$ cat src/rtl/frontend_stream_arbiter_pkg.sv
// Shared frontend definitions: packet geometry, time-tag field offsets and
// the grant encoding used by the stream arbiter.
package frontend_stream_arbiter_pkg;

    localparam int PKT_W      = 128;
    localparam int TT_CNT_LSB = 48;
    localparam int MAX_BLOCKS = 8;
    localparam int BLK_IDX_W  = 3;

    typedef enum logic [1:0] {
        GNT_NONE = 2'd0,
        GNT_TT   = 2'd1,
        GNT_EV   = 2'd2
    } grant_kind_e;

    typedef struct packed {
        grant_kind_e            kind;
        logic [BLK_IDX_W-1:0]   blk;
    } grant_t;

    // Round-robin successor of a block index, wrapping at n.
    function automatic logic [BLK_IDX_W-1:0] rr_next(input logic [BLK_IDX_W-1:0] idx,
                                                      input int n);
        return (int'(idx) == n - 1) ? '0 : idx + BLK_IDX_W'(1);
    endfunction

endpackage

$ cat src/rtl/frontend_stream_arbiter_rr_arbiter.sv
// Combinational round-robin picker: first requester at or above ptr,
// wrapping modulo N. The pointer register lives in the parent.
module rr_arbiter #(
    parameter int N     = 4,
    parameter int IDX_W = (N > 1) ? $clog2(N) : 1
) (
    input  logic [N-1:0]     req,
    input  logic [IDX_W-1:0] ptr,
    output logic [N-1:0]     gnt,
    output logic [IDX_W-1:0] idx,
    output logic             found
);

    int               cand;
    logic [IDX_W-1:0] cand_idx;

    // NOTE: every output of a combinational block gets a default first, so
    // no path leaves a value unassigned and no latch is inferred.
    always_comb begin
        gnt      = '0;
        idx      = '0;
        found    = 1'b0;
        cand     = 0;
        cand_idx = '0;
        for (int i = 0; i < N; i++) begin
            cand     = (int'(ptr) + i) % N;
            cand_idx = IDX_W'(cand);
            if (!found && req[cand_idx]) begin
                found         = 1'b1;
                gnt[cand_idx] = 1'b1;
                idx           = cand_idx;
            end
        end
    end

endmodule

$ cat src/rtl/frontend_stream_arbiter.sv
// Merges the time-tag stream with per-block event packets into one registered
// output stream; tags win outright and carry the event count of their period.
module frontend_stream_arbiter
    import frontend_stream_arbiter_pkg::*;
#(
    parameter int NUM_BLOCKS = 4,
    parameter int CNT_W      = 32
) (
    input  logic                        clk,
    input  logic                        rst_n,
    input  logic                        tt_valid,
    output logic                        tt_ready,
    input  logic [PKT_W-1:0]            tt_data,
    input  logic [NUM_BLOCKS-1:0]       ev_valid,
    output logic [NUM_BLOCKS-1:0]       ev_ready,
    input  logic [PKT_W*NUM_BLOCKS-1:0] ev_data,
    output logic                        out_valid,
    input  logic                        out_ready,
    output logic [PKT_W-1:0]            out_data,
    output logic                        out_is_tt,
    output logic [CNT_W-1:0]            ev_count
);

    localparam int IDX_W = (NUM_BLOCKS > 1) ? $clog2(NUM_BLOCKS) : 1;

    logic                  load;
    logic                  ev_any;
    logic                  tt_fire;
    logic                  ev_fire;
    logic [NUM_BLOCKS-1:0] ev_gnt;
    logic [IDX_W-1:0]      ev_idx;
    logic [IDX_W-1:0]      rr_ptr;
    logic [PKT_W-1:0]      ev_words [NUM_BLOCKS];
    logic [PKT_W-1:0]      tt_stamped;
    grant_t                grant;

    always_comb begin
        for (int b = 0; b < NUM_BLOCKS; b++) begin
            ev_words[b] = ev_data[b*PKT_W +: PKT_W];
        end
    end

    rr_arbiter #(
        .N     (NUM_BLOCKS),
        .IDX_W (IDX_W)
    ) u_rr_arbiter (
        .req   (ev_valid),
        .ptr   (rr_ptr),
        .gnt   (ev_gnt),
        .idx   (ev_idx),
        .found (ev_any)
    );

    // Readies depend only on the current valids and the output slot, never
    // on each other, so at most one source sees ready in any cycle.
    always_comb begin
        load       = ~out_valid | out_ready;
        grant.kind = GNT_NONE;
        grant.blk  = BLK_IDX_W'(ev_idx);
        if (tt_valid) begin
            grant.kind = GNT_TT;
        end else if (ev_any) begin
            grant.kind = GNT_EV;
        end
        tt_ready = load && (grant.kind == GNT_TT);
        ev_ready = (load && (grant.kind == GNT_EV)) ? ev_gnt : '0;
        tt_fire  = tt_ready;
        ev_fire  = |ev_ready;
        tt_stamped = tt_data;
        tt_stamped[TT_CNT_LSB +: CNT_W] = ev_count;
    end

    // NOTE: sequential state uses non-blocking assignments so every register
    // samples pre-edge values regardless of statement order.
    always_ff @(posedge clk or negedge rst_n) begin
        if (!rst_n) begin
            out_valid <= 1'b0;
            out_data  <= '0;
            out_is_tt <= 1'b0;
            ev_count  <= '0;
            rr_ptr    <= '0;
        end else begin
            out_valid <= (out_valid & ~out_ready) | tt_fire | ev_fire;
            if (tt_fire) begin
                out_data  <= tt_stamped;
                out_is_tt <= 1'b1;
                ev_count  <= '0;
            end else if (ev_fire) begin
                out_data  <= ev_words[ev_idx];
                out_is_tt <= 1'b0;
                rr_ptr    <= IDX_W'(rr_next(grant.blk, NUM_BLOCKS));
                if (!(&ev_count)) begin
                    ev_count <= ev_count + CNT_W'(1);
                end
            end
        end
    end

endmodule

$ cat config.mk
export PLATFORM = sky130hd
export DESIGN_NAME = frontend_stream_arbiter
export DESIGN_NICKNAME = d
export VERILOG_FILES = /design/src/rtl/frontend_stream_arbiter_pkg.sv /design/src/rtl/frontend_stream_arbiter_rr_arbiter.sv /design/src/rtl/frontend_stream_arbiter.sv
export SDC_FILE = /design/constraint.sdc
export NUM_CORES = 1
export LEC_CHECK = 0
export ABC_CLOCK_PERIOD_IN_PS = 9800
export CORE_AREA = 2 2 317 319
export CTS_CLUSTER_DIAMETER = 150
export DETAILED_ROUTE_END_ITERATION = 8
export DIE_AREA = 0 0 319 321
export GPL_TIMING_DRIVEN = 0
export SLEW_MARGIN = 40
export SYNTH_ARGS = -nofsm -noshare
export SYNTH_HDL_FRONTEND = slang
export SYNTH_SLANG_ARGS = --single-unit
$ cat constraint.sdc
create_clock -name clk -period 9.8 [get_ports clk]
set_input_delay 1.47 -clock clk [delete_from_list [all_inputs] [get_ports clk]]
set_output_delay 1.47 -clock clk [all_outputs]
set_load 0.01 [all_outputs]
Word-level counts from Yosys, hierarchy flattened
Index checks and enable logic that the tools add are counted.
{"block": "totals", "inputBits": 648, "wordCells": 93, "regBits": 164}
{"block": "op_classes", "magnitude_cmp": 9, "bitwise": 11, "add_sub_neg": 5, "n_reduce_logical": 17, "mux": 42, "eq_ne": 4}
{"op": "128-bit two-way mux", "n": 4}
{"op": "128-bit binary-select mux with 2-bit select", "n": 1}
{"op": "32-bit two-way mux", "n": 3}
{"op": "32-bit by 1-bit adder with 32-bit output (second input constant)", "n": 1}
{"op": "32-bit AND reduction", "n": 1}
{"op": "4-bit two-way mux", "n": 5}
{"op": "1-bit two-way mux", "n": 14}
{"op": "2-bit two-way mux", "n": 7}
{"op": "2-bit by 3-bit < comparator with 1-bit output (second input constant)", "n": 4}
{"op": "4-bit OR", "n": 3}
{"op": "1-bit logical AND", "n": 9}
{"op": "1-bit binary-select mux with 2-bit select", "n": 4}
{"op": "1-bit demux with 2-bit select", "n": 4}
{"op": "2-bit by 1-bit greater-or-equal comparator with 1-bit output (second input constant)", "n": 4}
{"op": "2-bit by 1-bit adder with 2-bit output (second input constant)", "n": 2}
{"op": "2-bit adder (second input constant)", "n": 2}
{"op": "2-bit by 1-bit == test with 1-bit output (second input constant)", "n": 2}
{"op": "2-bit AND reduction", "n": 2}
{"op": "4-bit OR reduction", "n": 1}
{"op": "3-bit greater-or-equal comparator (second input constant)", "n": 1}
{"op": "1-bit zero test", "n": 3}
{"op": "1-bit inverter", "n": 3}
{"op": "2-bit inverter with 3-bit output", "n": 1}
{"op": "1-bit OR", "n": 3}
{"op": "4 further kinds", "n": 4}

Longest topological paths before layout
{"block": "depth", "depth_word": 20, "depth_mapped": 16, "depth_no_buf": 9}

Cells and area by module
A second synthesis with hierarchy kept.
{"block": "unflattened", "cells_unflattened": 1089, "hier_area_um2": 11141.9}
{"mod": "frontend_stream_arbiter", "seq_area_each_um2": 4103.9, "area_per_inst_um2": 10722.8, "instances": 1, "cells_each": 1044}
{"mod": "rr_arbiter", "seq_area_each_um2": 0.0, "area_per_inst_um2": 419.2, "instances": 1, "cells_each": 45}

Worst setup path after synthesis
No wires, ideal clock.
{"block": "synth_path", "path_kind": "input to output", "start": "input port ev_valid[3]", "end": "output port ev_ready[1]", "stages": 7, "required_time_ns": 8.330, "slack_ns": 5.617, "path_buffers": 1, "arrival_time_ns": 2.713, "cell_sequence": "buf_2 > mux4_2 > nor2b_4 > a22oi_2 > o21ai_0 > a21oi_1 > nor2_1"}
{"block": "synth_between", "elab_chain_cells": 17, "elab_cells_between_ends": 30, "cone_classes": "eq/ne: 1; mux: 19; bitwise: 3; reduce/logical: 7"}
{"item": "from (decl)", "line_no": "frontend_stream_arbiter.sv:14", "source": "input logic [NUM_BLOCKS-1:0] ev_valid,"}
{"item": "1-bit binary-select mux with 2-bit select", "line_no": "frontend_stream_arbiter_rr_arbiter.sv:28", "source": "if (!found && req[cand_idx]) begin"}
{"item": "1-bit two-way mux (implied by the code)", "line_no": "frontend_stream_arbiter_rr_arbiter.sv:28"}
{"item": "1-bit two-way mux", "line_no": "frontend_stream_arbiter_rr_arbiter.sv:28"}
{"item": "1-bit zero test", "line_no": "frontend_stream_arbiter_rr_arbiter.sv:28"}
{"item": "1-bit logical AND", "line_no": "frontend_stream_arbiter_rr_arbiter.sv:28"}
{"item": "1-bit two-way mux", "line_no": "frontend_stream_arbiter_rr_arbiter.sv:28"}
{"item": "1-bit zero test", "line_no": "frontend_stream_arbiter_rr_arbiter.sv:28"}
{"item": "1-bit logical AND", "line_no": "frontend_stream_arbiter_rr_arbiter.sv:28"}
{"item": "1-bit two-way mux", "line_no": "frontend_stream_arbiter_rr_arbiter.sv:28"}
{"item": "1-bit zero test", "line_no": "frontend_stream_arbiter_rr_arbiter.sv:28"}
{"item": "1-bit logical AND", "line_no": "frontend_stream_arbiter_rr_arbiter.sv:28"}
{"item": "1-bit two-way mux", "line_no": "frontend_stream_arbiter_rr_arbiter.sv:28"}
{"item": "2-bit two-way mux", "line_no": "frontend_stream_arbiter.sv:62", "source": "end else if (ev_any) begin"}
{"item": "2-bit two-way mux", "line_no": "frontend_stream_arbiter.sv:60", "source": "if (tt_valid) begin"}
{"item": "2-bit == test", "line_no": "frontend_stream_arbiter.sv:66", "source": "ev_ready = (load && (grant.kind == GNT_EV)) ? ev_gnt : '0;"}
{"item": "1-bit logical AND", "line_no": "frontend_stream_arbiter.sv:66"}
{"item": "4-bit two-way mux *", "line_no": "frontend_stream_arbiter.sv:66"}
{"item": "to (decl)", "line_no": "frontend_stream_arbiter.sv:15", "source": "output logic [NUM_BLOCKS-1:0] ev_ready,"}
Mark *: on every way between the ends. The rest lies on a longest branch, timed or not. The select of a mux whose other input is x is not followed.

Final worst setup path
{"block": "layout_path", "start": "input port out_ready", "end": "output port tt_ready"}
{"block": "layout_between", "elab_chain_cells": 2}
{"item": "from (decl)", "line_no": "frontend_stream_arbiter.sv:18", "source": "input logic out_ready,"}
{"item": "1-bit OR", "line_no": "frontend_stream_arbiter.sv:57", "source": "load = ~out_valid | out_ready;"}
{"item": "1-bit logical AND", "line_no": "frontend_stream_arbiter.sv:65", "source": "tt_ready = load && (grant.kind == GNT_TT);"}
{"item": "to (decl)", "line_no": "frontend_stream_arbiter.sv:12", "source": "output logic tt_ready,"}
Every way passes these cells.

==> results by group <==
Critical path
  • Slowest stage delay, CP: 0.66 ns
  • Reg-to-reg slack, setup: 5.05 ns
  • CP Cell Sequence: clkdlybuf4s50_1 -> nand2b_1 -> nand2_2 -> inv_1 -> clkbuf_2 -> clkbuf_2 -> clkbuf_1 -> clkdlybuf4s50_1
  • Worst Setup Start Kind: primary input
  • Worst Setup SP: out_ready
  • Crit Reg-Reg Endpoint: out_data[92]
  • Worst setup path end: tt_ready
  • Crit path kind: in -> out
  • CP arrival: 4.74 ns
  • CP Data Required Time: 8.33 ns
  • Worst-path maximum fanout: 10
  • Slowest cell on crit path: clkdlybuf4s50_1
  • Worst setup EP type: output pin
  • R2R depth: 14

Clocking
  • CTS root buf: clkbuf_16
  • Setup Buffers After CTS: 0
  • TritonCTS clock tree: yes
  • Num CTS Buffers: 17
  • Clk sink count: 164
  • Hold_buf cts: 0
  • Post_cts resized: 0
  • Clk slew on worst S/H paths: 0.08 ns
  • Clock latency on the worst-skew pair: 0.50 ns
  • CTS max path bufs: 2
  • CTS H-tree depth: 4

Logic synthesis
  • Post-Syn Instances: 1092
  • Synth unique cells: 56
  • Main synth FF type: dfrtp_1
  • Post-Synthesis Cell Area: 11700 µm²
  • EDFF count, synth: 0
  • Cell taking the most area after synthesis: dfrtp_1
  • Post-synth top area share: 35.0%
  • Ys Warns: 0
  • Synthesized Nets: 1748
  • Post-synthesis sequential area ratio: 35.0%
  • Async S/R FF share, synth: 100%
  • Top post-synthesis cells by area: dfrtp_1 35%, mux4_2 15%, a221o_1 6.6%
  • Yosys reg bits: 164
  • Mean Syn Cell Area: 10.7 µm²

STA
  • TNS Setup: 0 ns
  • Slew Viols, Final: 0
  • Final setup viols: 0
  • Clock skew: 0.0323 ns
  • Max Freq: 161 MHz
  • Final hold vios: 0
  • Worst-Margin Slew: 0.830 ns
  • RSZ-0062 raised after global routing: no
  • Period utilization: 63.3%
  • Min Tclk post-route: 6.21 ns
  • Rel. slew slack: 44.6%

Floorplanning
  • # IOs: 815
  • Initial Util: 11.8%
  • Floorplan row count: 116
  • Core Region: 99300 µm²
  • Die height: 321 µm
  • Die ar.: 102000 µm²
  • Die width: 319 µm

Flow run
  • Max-cap violations: 0

Cells and area
  • Nets: 2553
  • Final Util: 22.1%
  • Synthesis-to-layout area growth: 87.2%
  • Final instance area: 21900 µm²
  • Fin cells: 3218
  • Layout cells sized above 1: 12.8%

Power
  • Pwr Density: 285 nW/µm²
  • VDD IR max: 135 µV
  • P_leak: 8.27 nW

Placed design
  • Hpwl dp: 69200 µm
  • Final GP Congestion: 0.858
  • Placed cell count: 3176
  • Area after DPL: 21300 µm²
  • PortBufs: 782

Route
  • Iteration-0 DRC count of the detailed router: 944
  • Via count: 13.2k
  • Vias per cell: 4.10
  • Post-route DRC: 0
  • TritonRoute pass-1 iters: 5
  • Routed Antenna Nets: 0
  • Avg WL per Cell: 25.5 µm
  • DRT Wirelength: 82000 µm

GRT
  • Number of global-route vias before repair: 13.5k
  • First-pass GRT wire length: 108000 µm
  • Largest net degree at the start of global routing: 62
  • Total track usage: 15.4%
  • Antenna violations before repair: 26
  • GRT overflow: 0

Outcome
  • Status: complete, no violations

Hold path
  • Worst Hold Class: reg -> reg
## how the worst min path moves through the flow
stage	depth (start not counted)	startpoint	slack, ns	end
floorplan	2	out_is_tt	0.51	out_is_tt
global route	1	out_data[112]	0.52	out_data[112]
CTS	2	out_is_tt	0.51	out_is_tt
global placement	2	out_is_tt	0.46	out_is_tt
finish	2	out_is_tt	0.51	out_is_tt
detailed placement	2	out_is_tt	0.49	out_is_tt
## power by group
| group | switching, mW | internal (mW) |
|---|---|---|
| Combinational | 2.26 | 2.10 |
| Sequential | 0.172 | 0.941 |
| Clock | 0.365 | 0.411 |
| Total | 2.80 | 3.45 |
## cell type report
| type | instances | area (µm²) |
|---|---|---|
| inverter | 13 | 48.8 |
| tap | 1298 | 1620 |
| antenna | 10 | 25.0 |
| fill | 10900 | 77300 |
| multi-input combinational | 812 | 6920 |
| timing repair buffer | 786 | 7920 |
| clock inverter | 14 | 189 |
| sequential | 164 | 4100 |
| clock buffer | 18 | 429 |
| buffer | 103 | 674 |
## metrics by stage
step | setup WS [ns] | power, mW | hold slack [ns]
after global routing | 3.32 | 6.60 | 0.525
after CTS | 3.44 | 6.38 | 0.509
final | 3.59 | 6.25 | 0.508
after detailed placement | 3.45 | 5.56 | 0.490
after global placement | -0.680 | 5.52 | 0.465
after floorplan | 5.62 | 3.48 | 0.513
## state kept, by name, indices dropped and copies added (netlist names), named ones only
register,flops
out_data,128
ev_count,32
out_is_tt,1
out_valid,1
rr_ptr,1
## placed cells by master (no fill, tap or decap), drive strengths merged, types with 2 or more instances in the layout
master / n
ha: 8
xor2: 2
nor2: 63
nand2b: 4
mux4: 80
o21ai: 22
or3: 13
a21o: 3
nand2: 83
nand4: 7
buf: 59
o31ai: 11
inv: 21
clkbuf: 67
diode: 10
a211o: 51
and4: 5
mux2i: 60
o221ai: 2
or4: 7
o22ai: 3
a221o: 77
a21oi: 23
clkdlybuf4s50: 781
bufinv: 3
o211ai: 8
nor2b: 79
clkinv: 2
nor4: 6
dfrtp: 164
o21a: 4
nor3b: 3
nand3: 116
a31oi: 2
nor3: 5
and2: 2
mux2: 52
## worst max-delay path: cells and delay by family
family	cells	cell delay, ns
buf+inv	6	2.75
simple gates	2	0.47
## routing by layer
| metal | GRT usage, % | share of wire (%) |
|---|---|---|
| met2 | 26.5 | 49 |
| met4 | 4.66 | 2.4 |
| met3 | 3.69 | 7.7 |
| met5 | 0 | 0.055 |
| met1 | 18.9 | 41 |
## cell usage after synthesis (all sizes together), types with 2 or more instances
| master | number |
|---|---|
| a31oi | 2 |
| o221ai | 2 |
| or4 | 7 |
| dfrtp | 164 |
| a211o | 51 |
| buf | 55 |
| nor3 | 5 |
| mux4 | 80 |
| o21a | 4 |
| and2 | 2 |
| o211ai | 8 |
| a21oi | 23 |
| mux2i | 60 |
| clkbuf | 48 |
| o22ai | 3 |
| nor3b | 3 |
| ha | 8 |
| nand4 | 7 |
| a21o | 3 |
| mux2 | 52 |
| inv | 13 |
| or3 | 13 |
| nand2 | 83 |
| nand2b | 4 |
| o31ai | 11 |
| nor2b | 79 |
| a221o | 77 |
| nor4 | 6 |
| o21ai | 22 |
| nor2 | 63 |
| and4 | 5 |
| nand3 | 116 |
| xor2 | 2 |
## cells by family (layout without fill, tap and decap cells)
group / count (synthesis) / count (layout) / share of synthesized area [%]
compound gates: 214 / 214 / 15.3
xor+xnor: 3 / 3 / 0.224
fa+ha+maj: 8 / 8 / 0.854
buf+inv: 116 / 934 / 6.04
flops: 164 / 164 / 35.0
mux: 192 / 192 / 25.5
other cells: 0 / 10 / 0
simple gates: 395 / 395 / 17.0
Power figures use the tool's default switching activity.
